==> src/rtl/cksum_seq_ctrl_if.sv <==
// rtl/cksum_seq_ctrl_if.sv - request/grant data-memory bus used by the checksum sequencer
//
// Signals:
//   mem_req     requester -> arbiter   memory request
//   mem_we      requester -> arbiter   1 = write, 0 = read
//   mem_addr    requester -> arbiter   word-aligned byte address
//   mem_wdata   requester -> arbiter   write data
//   mem_gnt     arbiter   -> requester request accepted this cycle
//   mem_rvalid  arbiter   -> requester read data valid
//   mem_rdata   arbiter   -> requester read data
// Modports: master (sequencer side), slave (memory/arbiter side).

interface cksum_seq_ctrl_if #(
    parameter int ADDR_W = 16
);
    logic              mem_req;
    logic              mem_we;
    logic [ADDR_W-1:0] mem_addr;
    logic [31:0]       mem_wdata;
    logic              mem_gnt;
    logic              mem_rvalid;
    logic [31:0]       mem_rdata;

    modport master (
        output mem_req, mem_we, mem_addr, mem_wdata,
        input  mem_gnt, mem_rvalid, mem_rdata
    );

    modport slave (
        input  mem_req, mem_we, mem_addr, mem_wdata,
        output mem_gnt, mem_rvalid, mem_rdata
    );
endinterface

==> src/rtl/cksum_seq_ctrl.sv <==
// rtl/cksum_seq_ctrl.sv - logical-fold checksum sequencer on the shared data-memory port
//
// Reads word_count words from src_addr, folds each word w into the accumulator
// (acc ^= w ^ ((w >> 3) & (w << 5))), then writes the checksum to dst_addr and
// the reverted value (checksum ^ T == init_val) to dst_addr+4.
//
// Ports:
//   clk, rst               clock, asynchronous active-high reset
//   start                  one-cycle start pulse, accepted only when idle
//   init_val, src_addr,
//   dst_addr, word_count   job parameters, sampled with start
//   busy                   job in progress
//   done, error            completion pulse; error marks an aborted job
//   checksum               last successful checksum
//   mem                    memory bus (cksum_seq_ctrl_if.master)
//
// Optional feature: define CKSUM_TIMEOUT_EN to abort a job with error when a
// grant or read response has not arrived within TIMEOUT cycles.

module cksum_seq_ctrl #(
    parameter int ADDR_W  = 16,
    parameter int CNT_W   = 8,
    parameter int TIMEOUT = 64
) (
    input  logic              clk,
    input  logic              rst,
    input  logic              start,
    input  logic [31:0]       init_val,
    input  logic [ADDR_W-1:0] src_addr,
    input  logic [ADDR_W-1:0] dst_addr,
    input  logic [CNT_W-1:0]  word_count,
    output logic              busy,
    output logic              done,
    output logic              error,
    output logic [31:0]       checksum,
    cksum_seq_ctrl_if.master  mem
);

    typedef enum logic [2:0] {
        S_IDLE,
        S_CHECK,
        S_RD_REQ,
        S_RD_WAIT,
        S_WR_SUM,
        S_WR_REV,
        S_FIN
    } state_t;

    state_t            state, state_next;
    logic [ADDR_W-1:0] cur_addr;
    logic [ADDR_W-1:0] dst_q;
    logic [CNT_W-1:0]  remain;
    logic [31:0]       acc;
    logic [31:0]       tacc;
    logic              err_q;
    logic [31:0]       checksum_q;
    logic              misaligned;
    logic              timed_out;

    function automatic logic [31:0] fold_term(input logic [31:0] w);
        return w ^ ((w >> 3) & (w << 5));
    endfunction

    assign misaligned = (cur_addr[1:0] != 2'b00) || (dst_q[1:0] != 2'b00);

`ifdef CKSUM_TIMEOUT_EN
    localparam int WAIT_W = $clog2(TIMEOUT + 1);

    logic [WAIT_W-1:0] wait_cnt;
    logic              in_wait;
    logic              leaving_wait;

    assign in_wait = (state == S_RD_REQ) || (state == S_RD_WAIT) ||
                     (state == S_WR_SUM) || (state == S_WR_REV);

    // Progress events are computed from inputs only, so the abort decision
    // does not loop back through state_next.
    assign leaving_wait = ((state == S_RD_REQ)  && mem.mem_gnt)    ||
                          ((state == S_RD_WAIT) && mem.mem_rvalid) ||
                          ((state == S_WR_SUM)  && mem.mem_gnt)    ||
                          ((state == S_WR_REV)  && mem.mem_gnt);

    assign timed_out = in_wait && !leaving_wait &&
                       (wait_cnt == WAIT_W'(TIMEOUT - 1));

    always_ff @(posedge clk or posedge rst) begin
        if (rst) begin
            wait_cnt <= '0;
        end else if (state_next != state) begin
            wait_cnt <= '0;
        end else if (in_wait) begin
            wait_cnt <= wait_cnt + WAIT_W'(1);
        end
    end
`else
    logic unused_timeout;

    assign timed_out      = 1'b0;
    assign unused_timeout = (TIMEOUT == 0);
`endif

    always_ff @(posedge clk or posedge rst) begin
        if (rst) begin
            state <= S_IDLE;
        end else begin
            state <= state_next;
        end
    end

    always_comb begin
        state_next    = state;
        mem.mem_req   = 1'b0;
        mem.mem_we    = 1'b0;
        mem.mem_addr  = '0;
        mem.mem_wdata = '0;
        case (state)
            S_IDLE: begin
                if (start) begin
                    state_next = S_CHECK;
                end
            end
            S_CHECK: begin
                if (misaligned) begin
                    state_next = S_FIN;
                end else if (remain == '0) begin
                    state_next = S_WR_SUM;
                end else begin
                    state_next = S_RD_REQ;
                end
            end
            S_RD_REQ: begin
                mem.mem_req  = 1'b1;
                mem.mem_addr = cur_addr;
                if (mem.mem_gnt) begin
                    state_next = S_RD_WAIT;
                end
            end
            S_RD_WAIT: begin
                if (mem.mem_rvalid) begin
                    state_next = (remain == CNT_W'(1)) ? S_WR_SUM : S_RD_REQ;
                end
            end
            S_WR_SUM: begin
                mem.mem_req   = 1'b1;
                mem.mem_we    = 1'b1;
                mem.mem_addr  = dst_q;
                mem.mem_wdata = acc;
                if (mem.mem_gnt) begin
                    state_next = S_WR_REV;
                end
            end
            S_WR_REV: begin
                mem.mem_req   = 1'b1;
                mem.mem_we    = 1'b1;
                mem.mem_addr  = dst_q + ADDR_W'(4);
                mem.mem_wdata = acc ^ tacc;
                if (mem.mem_gnt) begin
                    state_next = S_FIN;
                end
            end
            S_FIN: begin
                state_next = S_IDLE;
            end
            default: begin
                state_next = S_IDLE;
            end
        endcase
        if (timed_out) begin
            state_next = S_FIN;
        end
    end

    always_ff @(posedge clk or posedge rst) begin
        if (rst) begin
            cur_addr   <= '0;
            dst_q      <= '0;
            remain     <= '0;
            acc        <= '0;
            tacc       <= '0;
            err_q      <= 1'b0;
            checksum_q <= '0;
        end else begin
            case (state)
                S_IDLE: begin
                    if (start) begin
                        cur_addr <= src_addr;
                        dst_q    <= dst_addr;
                        remain   <= word_count;
                        acc      <= init_val;
                        tacc     <= '0;
                        err_q    <= 1'b0;
                    end
                end
                S_CHECK: begin
                    if (misaligned) begin
                        err_q <= 1'b1;
                    end
                end
                S_RD_WAIT: begin
                    if (mem.mem_rvalid) begin
                        acc      <= acc ^ fold_term(mem.mem_rdata);
                        tacc     <= tacc ^ fold_term(mem.mem_rdata);
                        cur_addr <= cur_addr + ADDR_W'(4);
                        remain   <= remain - CNT_W'(1);
                    end
                end
                S_WR_REV: begin
                    // Only a fully written result reaches the checksum output;
                    // aborted jobs leave the previous value in place.
                    if (mem.mem_gnt && !timed_out) begin
                        checksum_q <= acc;
                    end
                end
                default: begin
                end
            endcase
            if (timed_out) begin
                err_q <= 1'b1;
            end
        end
    end

    assign busy     = (state != S_IDLE);
    assign done     = (state == S_FIN);
    assign error    = (state == S_FIN) && err_q;
    assign checksum = checksum_q;

endmodule
==> src/flat_wrapper.sv <==
// flat-port wrapper written by rule: the top's interface ports become plain ports
module cksum_seq_ctrl_flat 
#(
    parameter int ADDR_W  = 16,
    parameter int CNT_W   = 8,
    parameter int TIMEOUT = 64
)
  (clk, rst, start, init_val, src_addr, dst_addr, word_count, busy, done, error, checksum, mem_mem_req, mem_mem_we, mem_mem_addr, mem_mem_wdata, mem_mem_gnt, mem_mem_rvalid, mem_mem_rdata);
  cksum_seq_ctrl_if #(.ADDR_W(ADDR_W)) mem_i ();
  input  logic clk;
  input  logic rst;
  input  logic start;
  input  logic [31:0] init_val;
  input  logic [ADDR_W-1:0] src_addr;
  input  logic [ADDR_W-1:0] dst_addr;
  input  logic [CNT_W-1:0] word_count;
  output logic busy;
  output logic done;
  output logic error;
  output logic [31:0] checksum;
  output wire logic [$bits(mem_i.mem_req)-1:0] mem_mem_req;
  output wire logic [$bits(mem_i.mem_we)-1:0] mem_mem_we;
  output wire logic [$bits(mem_i.mem_addr)-1:0] mem_mem_addr;
  output wire logic [$bits(mem_i.mem_wdata)-1:0] mem_mem_wdata;
  input wire logic [$bits(mem_i.mem_gnt)-1:0] mem_mem_gnt;
  input wire logic [$bits(mem_i.mem_rvalid)-1:0] mem_mem_rvalid;
  input wire logic [$bits(mem_i.mem_rdata)-1:0] mem_mem_rdata;
  assign mem_mem_req = mem_i.mem_req;
  assign mem_mem_we = mem_i.mem_we;
  assign mem_mem_addr = mem_i.mem_addr;
  assign mem_mem_wdata = mem_i.mem_wdata;
  assign mem_i.mem_gnt = mem_mem_gnt;
  assign mem_i.mem_rvalid = mem_mem_rvalid;
  assign mem_i.mem_rdata = mem_mem_rdata;
  cksum_seq_ctrl #(.ADDR_W(ADDR_W), .CNT_W(CNT_W), .TIMEOUT(TIMEOUT)) u_core (.clk(clk), .rst(rst), .start(start), .init_val(init_val), .src_addr(src_addr), .dst_addr(dst_addr), .word_count(word_count), .busy(busy), .done(done), .error(error), .checksum(checksum), .mem(mem_i));
endmodule
==> config.mk <==
export PLATFORM = sky130hd
export DESIGN_NAME = cksum_seq_ctrl_flat
export DESIGN_NICKNAME = d
export VERILOG_FILES = /design/src/rtl/cksum_seq_ctrl_if.sv /design/src/rtl/cksum_seq_ctrl.sv /design/src/flat_wrapper.sv
export SDC_FILE = /design/constraint.sdc
export NUM_CORES = 1
export LEC_CHECK = 0
export ABC_CLOCK_PERIOD_IN_PS = 4500
export BUFFER_PORTS_ARGS = -buffer_cell sky130_fd_sc_hd__buf_4
export CAP_MARGIN = 0
export CORE_MARGIN = 1
export CORE_UTILIZATION = 48
export CTS_BUF_LIST = sky130_fd_sc_hd__clkbuf_8
export CTS_CLUSTER_SIZE = 16
export DETAILED_ROUTE_END_ITERATION = 8
export PLACE_DENSITY = 0.87
export SLEW_MARGIN = 40
export SYNTH_ARGS = -nofsm -noshare
export SYNTH_HDL_FRONTEND = slang
export SYNTH_SLANG_ARGS = --single-unit
==> constraint.sdc <==
create_clock -name clk -period 4.5 [get_ports clk]
set_input_delay 0.45 -clock clk [delete_from_list [all_inputs] [get_ports clk]]
set_output_delay 0.45 -clock clk [all_outputs]
set_load 0.02 [all_outputs]
# Word level (Yosys, flattened, before mapping)
# Cells that the tools add are included.
# totals
regBits	140
inputBits	109
wordCells	73
# classes
add_sub_neg	3
n_eq_ne	13
n_mux	28
n_bitwise	5
reduce_logical	16
# op_table
operator	count
$pmux W32 S2	3
$mux W32	4
$xor A32 B32 Y32	4
$pmux W16 S3	1
$add A16 B3 Y16 const B	2
$and A29 B32 Y32	1
$mux W16	2
$pmux W16 S2	1
$mux W3	8
$pmux W3 S6	1
$mux W8	2
$pmux W8 S2	1
$ne A2 B2 Y1 const B	5
$eq A3 B3 Y1 const B	3
$eq A8 B1 Y1 const B	1
$logic_not A8 Y1	1
$reduce_bool A2 Y1	4
$sub A8 B1 Y8 const B	1
$eq A3 B2 Y1 const B	2
$reduce_and A3 Y1	2
$reduce_and A5 Y1	1
$mux W1	4
$reduce_and A2 Y1	2
$eq A3 B1 Y1 const B	1
8 further kinds	8

# Logic depth before layout (Yosys ltp)
# logic_depth
word_depth	5
ltp_mapped	7

# Worst setup path after synthesis
# OpenSTA, ideal clock, no wires.
# synth_path
path_type	reg-to-output
startpoint	register u_core.state[2]
endpoint	output mem_mem_addr[13]
arrival_time_ps	1573
setup_slack_ps	2477
path_stages_with_launch	7
path_cell_list	dfrtp_1 > buf_2 > nand2b_1 > clkinv_1 > buf_1 > a22oi_1 > o22ai_1
# synth_between
elab_chain_cells	2
# synth_lines
item	line_no	rtl
from (decl)	cksum_seq_ctrl.sv:49	state_t state, state_next;
from (signal assigned)	cksum_seq_ctrl.sv:106	state <= state_next;
$eq A3 B3 Y1 or $eq A3 B2 Y1 (tied branches)	cksum_seq_ctrl.sv:116	case (state)
$pmux W16 S3 (*)	cksum_seq_ctrl.sv:116	
to (decl)	flat_wrapper.sv:23	output wire logic [$bits(mem_i.mem_addr)-1:0] mem_mem_addr;
# Every way passes the cells marked *; elsewhere a longest branch is shown, timed or not.

# Worst setup path after layout
# layout_path
startpoint	register u_core.state[1]
endpoint	output mem_mem_addr[15]
# Same word-level chain as after synthesis.

==> summary.txt <==
Finish
  • Layout cells sized above 1: between 20% and 30%
  • Reg area: between 3000 and 4000 um^2
  • Diode count: 0
  • Final std cells w/o fill: about 1,400
  • Number of fill cells: 1,534
  • Nets: 1,235
  • Synthesis-to-finish area growth: 22.3%
  • Multi-input logic area: ~4700 um^2

Yosys
  • Post-synth ARST share: 100%
  • Syn nets: between 1,000 and 1,500
  • Synth cell types: 62
  • Cell count after synthesis: around 970
  • Syn Std Cell Area: ~8500 um^2
  • Sequential area share after synthesis: 41.2%
  • Flops & latches, synth: 140
  • Synthesized area per cell: around 8.8 um^2
  • Ys Warns: 0
  • Ys flop type: dfrtp_1
  • Number of synthesized flops with an enable pin: 0

Floorplan
  • Die width: around 140 um
  • I/O pin count: a little under 200
  • Die area: between 15,000 and 20,000 um^2
  • FP Rows: 48
  • Initial Util: slightly below 50%
  • Core area: about 17,000 um^2
  • Die Y: approximately 140 um

Placement
  • DP HPWL: between 15,000 and 20,000 um
  • RePlAce Congestion: ~0.95
  • Pre-CTS setup slack: 1.96 ns
  • Port buffer count: ~190
  • Placed instance count: about 1,300

Worst setup path
  • Slowest stage delay, CP: approximately 0.73 ns
  • R2R setup slack: approximately 2.0 ns
  • CP required: 4.05 ns
  • CP max-delay cell: dfrtp_1
  • Worst Path Max Fanout: 20
  • Worst setup EP type: output port
  • Element type at the critical path start: flop
  • Setup CP Type: reg -> out
  • Worst Path Arrival: ~2.5 ns
  • Crit-path cells: nand2b_2 -> clkinv_1 -> a22oi_1 -> o221ai_1 -> buf_4

Clocking
  • CTS max path bufs: 2
  • TritonCTS clock tree: built
  • CTS buffer count: 17
  • Post-CTS sizing: 0
  • Worst-path clk slew: 0.09 ns
  • Total setup buffers inserted after CTS: 0
  • Clock Latency Late Sink: between 0.4 and 0.5 ns
  • Clock sinks: between 100 and 150
  • H-tree levels: 4
  • Root Buffer: clkbuf_8
  • Post-CTS Hold Buffers: 0

Global routing
  • Vias in the first global route: approximately 7,700
  • Initial antenna violation count: 0
  • Total track usage: between 20 and 30%
  • Gr ovfl total: 0
  • First-pass GRT wire length: about 40,000 um
  • Largest net degree at the start of global routing: roughly 110

Power
  • Power per cell area: approximately 630 nW/um^2
  • IR drop worst, VDD: between 0.3 and 0.4 mV
  • Total power: roughly 6.6 mW
  • Leak: 4.69 nW

Routing
  • First-pass iteration count of the detailed router: 5
  • WL/cell: ~18 um
  • Drc violations: 0
  • Initial DRC count: 655
  • Routed Antenna Nets: 0
  • Final WL: 25,100 um
  • Via Count: 8,058
  • Vias per cell: 5.93

Hold path
  • Hold Path Class: in -> async

Timing
  • Slew at the pin closest to its max-slew limit: just under 0.7 ns
  • Clk_skew: 0.0141 ns
  • Tcrit/Tclk final: 65.5%
  • Hold WS: between 0.02 and 0.03 ns
  • Final setup fails: 0
  • Setup WS post-layout: between 1.5 and 2 ns
  • Fin. Hold Viols: 0
  • Unrepaired setup endpoints after global routing: false
  • Min Tclk post-route: 2.95 ns
  • TNS Setup: 0 ns
  • Max-slew violations: 0
  • Max Fclk: about 340 MHz
  • Rel. slew slack: 54.7%

Run
  • Max cap viols: 0

Run status
  • Run status: finished, final reports clean
==> final timing paths <==
path | start | endpoint | depth (start not counted)
max | u_core.state[1] | mem_mem_addr[15] | 5
min | rst | u_core.checksum[21] | 2
max reg2reg | u_core.state[1] | u_core.checksum[28] | 4
min reg2reg | u_core.checksum[22] | u_core.checksum[22] | 1
max in group asynchronous | rst | u_core.acc[8] | 3
min in group clk | dst_addr[4] | u_core.dst_q[4] | 3
==> cells in the mapped netlist (all sizes together) (4+ instances only) <==
cell type	n	area share [%]
buf	43	3.1
nand2	121	5.3
a22oi	14	1.2
or2	24	1.8
nand4	9	0.66
nor4	6	0.62
a21oi	49	2.9
a211oi	23	2.0
nor3b	4	0.35
and3	4	0.29
o211ai	10	0.88
nor3	11	0.71
o22ai	15	1.2
nor2	136	6.0
o21ai	73	4.3
ha	4	0.59
mux2	33	4.4
dfrtp	140	41
inv	7	0.31
xor2	64	6.6
mux2i	18	2.1
nand3	20	1.2
a21boi	24	2.1
and3b	25	2.6
nand2b	4	0.29
clkbuf	23	1.0
o221ai	24	2.5
==> sequential cells by signal (all words and copies together), names as in the netlist <==
| name | count |
|---|---|
| u_core.acc | 32 |
| u_core.checksum | 32 |
| u_core.tacc | 32 |
| u_core.cur_addr | 16 |
| u_core.dst_q | 16 |
| u_core.remain | 8 |
| u_core.state | 3 |
| u_core.err_q | 1 |
==> metrics by stage <==
| stage | utilization [%] | area, um^2 |
|---|---|---|
| detailed placement | 57.8 | 10000 |
| CTS | 60.1 | 10400 |
| floorplan | - | 8510 |
| finish | 60.1 | 10400 |
| global route | 60.1 | 10400 |
| global placement | 57.7 | 9970 |
==> layer usage <==
| layer | routed length, um | part of all wire [%] | vias to the layer above | global-route usage (%) |
|---|---|---|---|---|
| met1 | 10200 | 41 | 3860 | 36.6 |
| met3 | 2550 | 10 | 51 | 7.43 |
| li1 | - | - | 3739 | - |
| met5 | 0 | 0 | - | 0 |
| met4 | 582 | 2.3 | 0 | 8.86 |
| met2 | 11800 | 47 | 408 | 45.1 |
==> layout by cell type, fill, tap and decap left out, types with 6 or more instances in the layout <==
cell type | netlist | routed
or2_2 | 23 | 23
o211ai_1 | 10 | 10
inv_1 | 7 | 6
xor2_1 | 64 | 64
a21oi_1 | 49 | 49
a22oi_1 | 14 | 14
o221ai_1 | 24 | 24
and3b_1 | 25 | 24
clkbuf_8 | 0 | 17
o22ai_1 | 14 | 14
a211oi_1 | 23 | 23
dfrtp_1 | 140 | 139
a21boi_0 | 24 | 24
mux2i_1 | 18 | 18
mux2_2 | 32 | 32
nand2_1 | 121 | 121
nor2_1 | 136 | 136
buf_4 | 10 | 201
nand3_1 | 20 | 19
nand4_1 | 9 | 9
o21ai_0 | 71 | 71
nor3_1 | 10 | 10
==> worst max-delay path, delay by kind of cell (launching register included) <==
kind | cells | cell delay [ns]
compound gates | 2 | 0.46
buf+inv | 2 | 0.63
simple gates | 1 | 0.24
flops | 1 | 0.73
==> cell type report <==
cell class / instances / share of cell area (%)
Inverter: 8 / 0.409
Multi-Input combinational cell: 753 / 44.8
Clock inverter: 15 / 1.58
Sequential cell: 140 / 33.7
Tap cell: 225 / 2.71
Timing Repair Buffer: 202 / 14.6
Clock buffer: 17 / 2.25
==> power breakdown <==
| group | internal (mW) | switching, mW | total (mW) |
|---|---|---|---|
| Sequential | 1.79 | 0.711 | 2.50 |
| Combinational | 1.31 | 1.73 | 3.04 |
| Clock | 0.502 | 0.542 | 1.04 |
| Total | 3.60 | 2.98 | 6.58 |
==> logic make-up (layout without fill, tap and decap cells) <==
logic type,count (synthesis),in the layout,share of synthesized area [%]
flops,140,140,41.2
fa+ha+maj,4,4,0.588
xor+xnor,67,67,6.90
buf+inv,74,242,4.44
mux,51,51,6.49
compound gates,249,249,18.8
simple gates,382,382,21.6
Note: power is estimated with default switching activity, not from simulation.
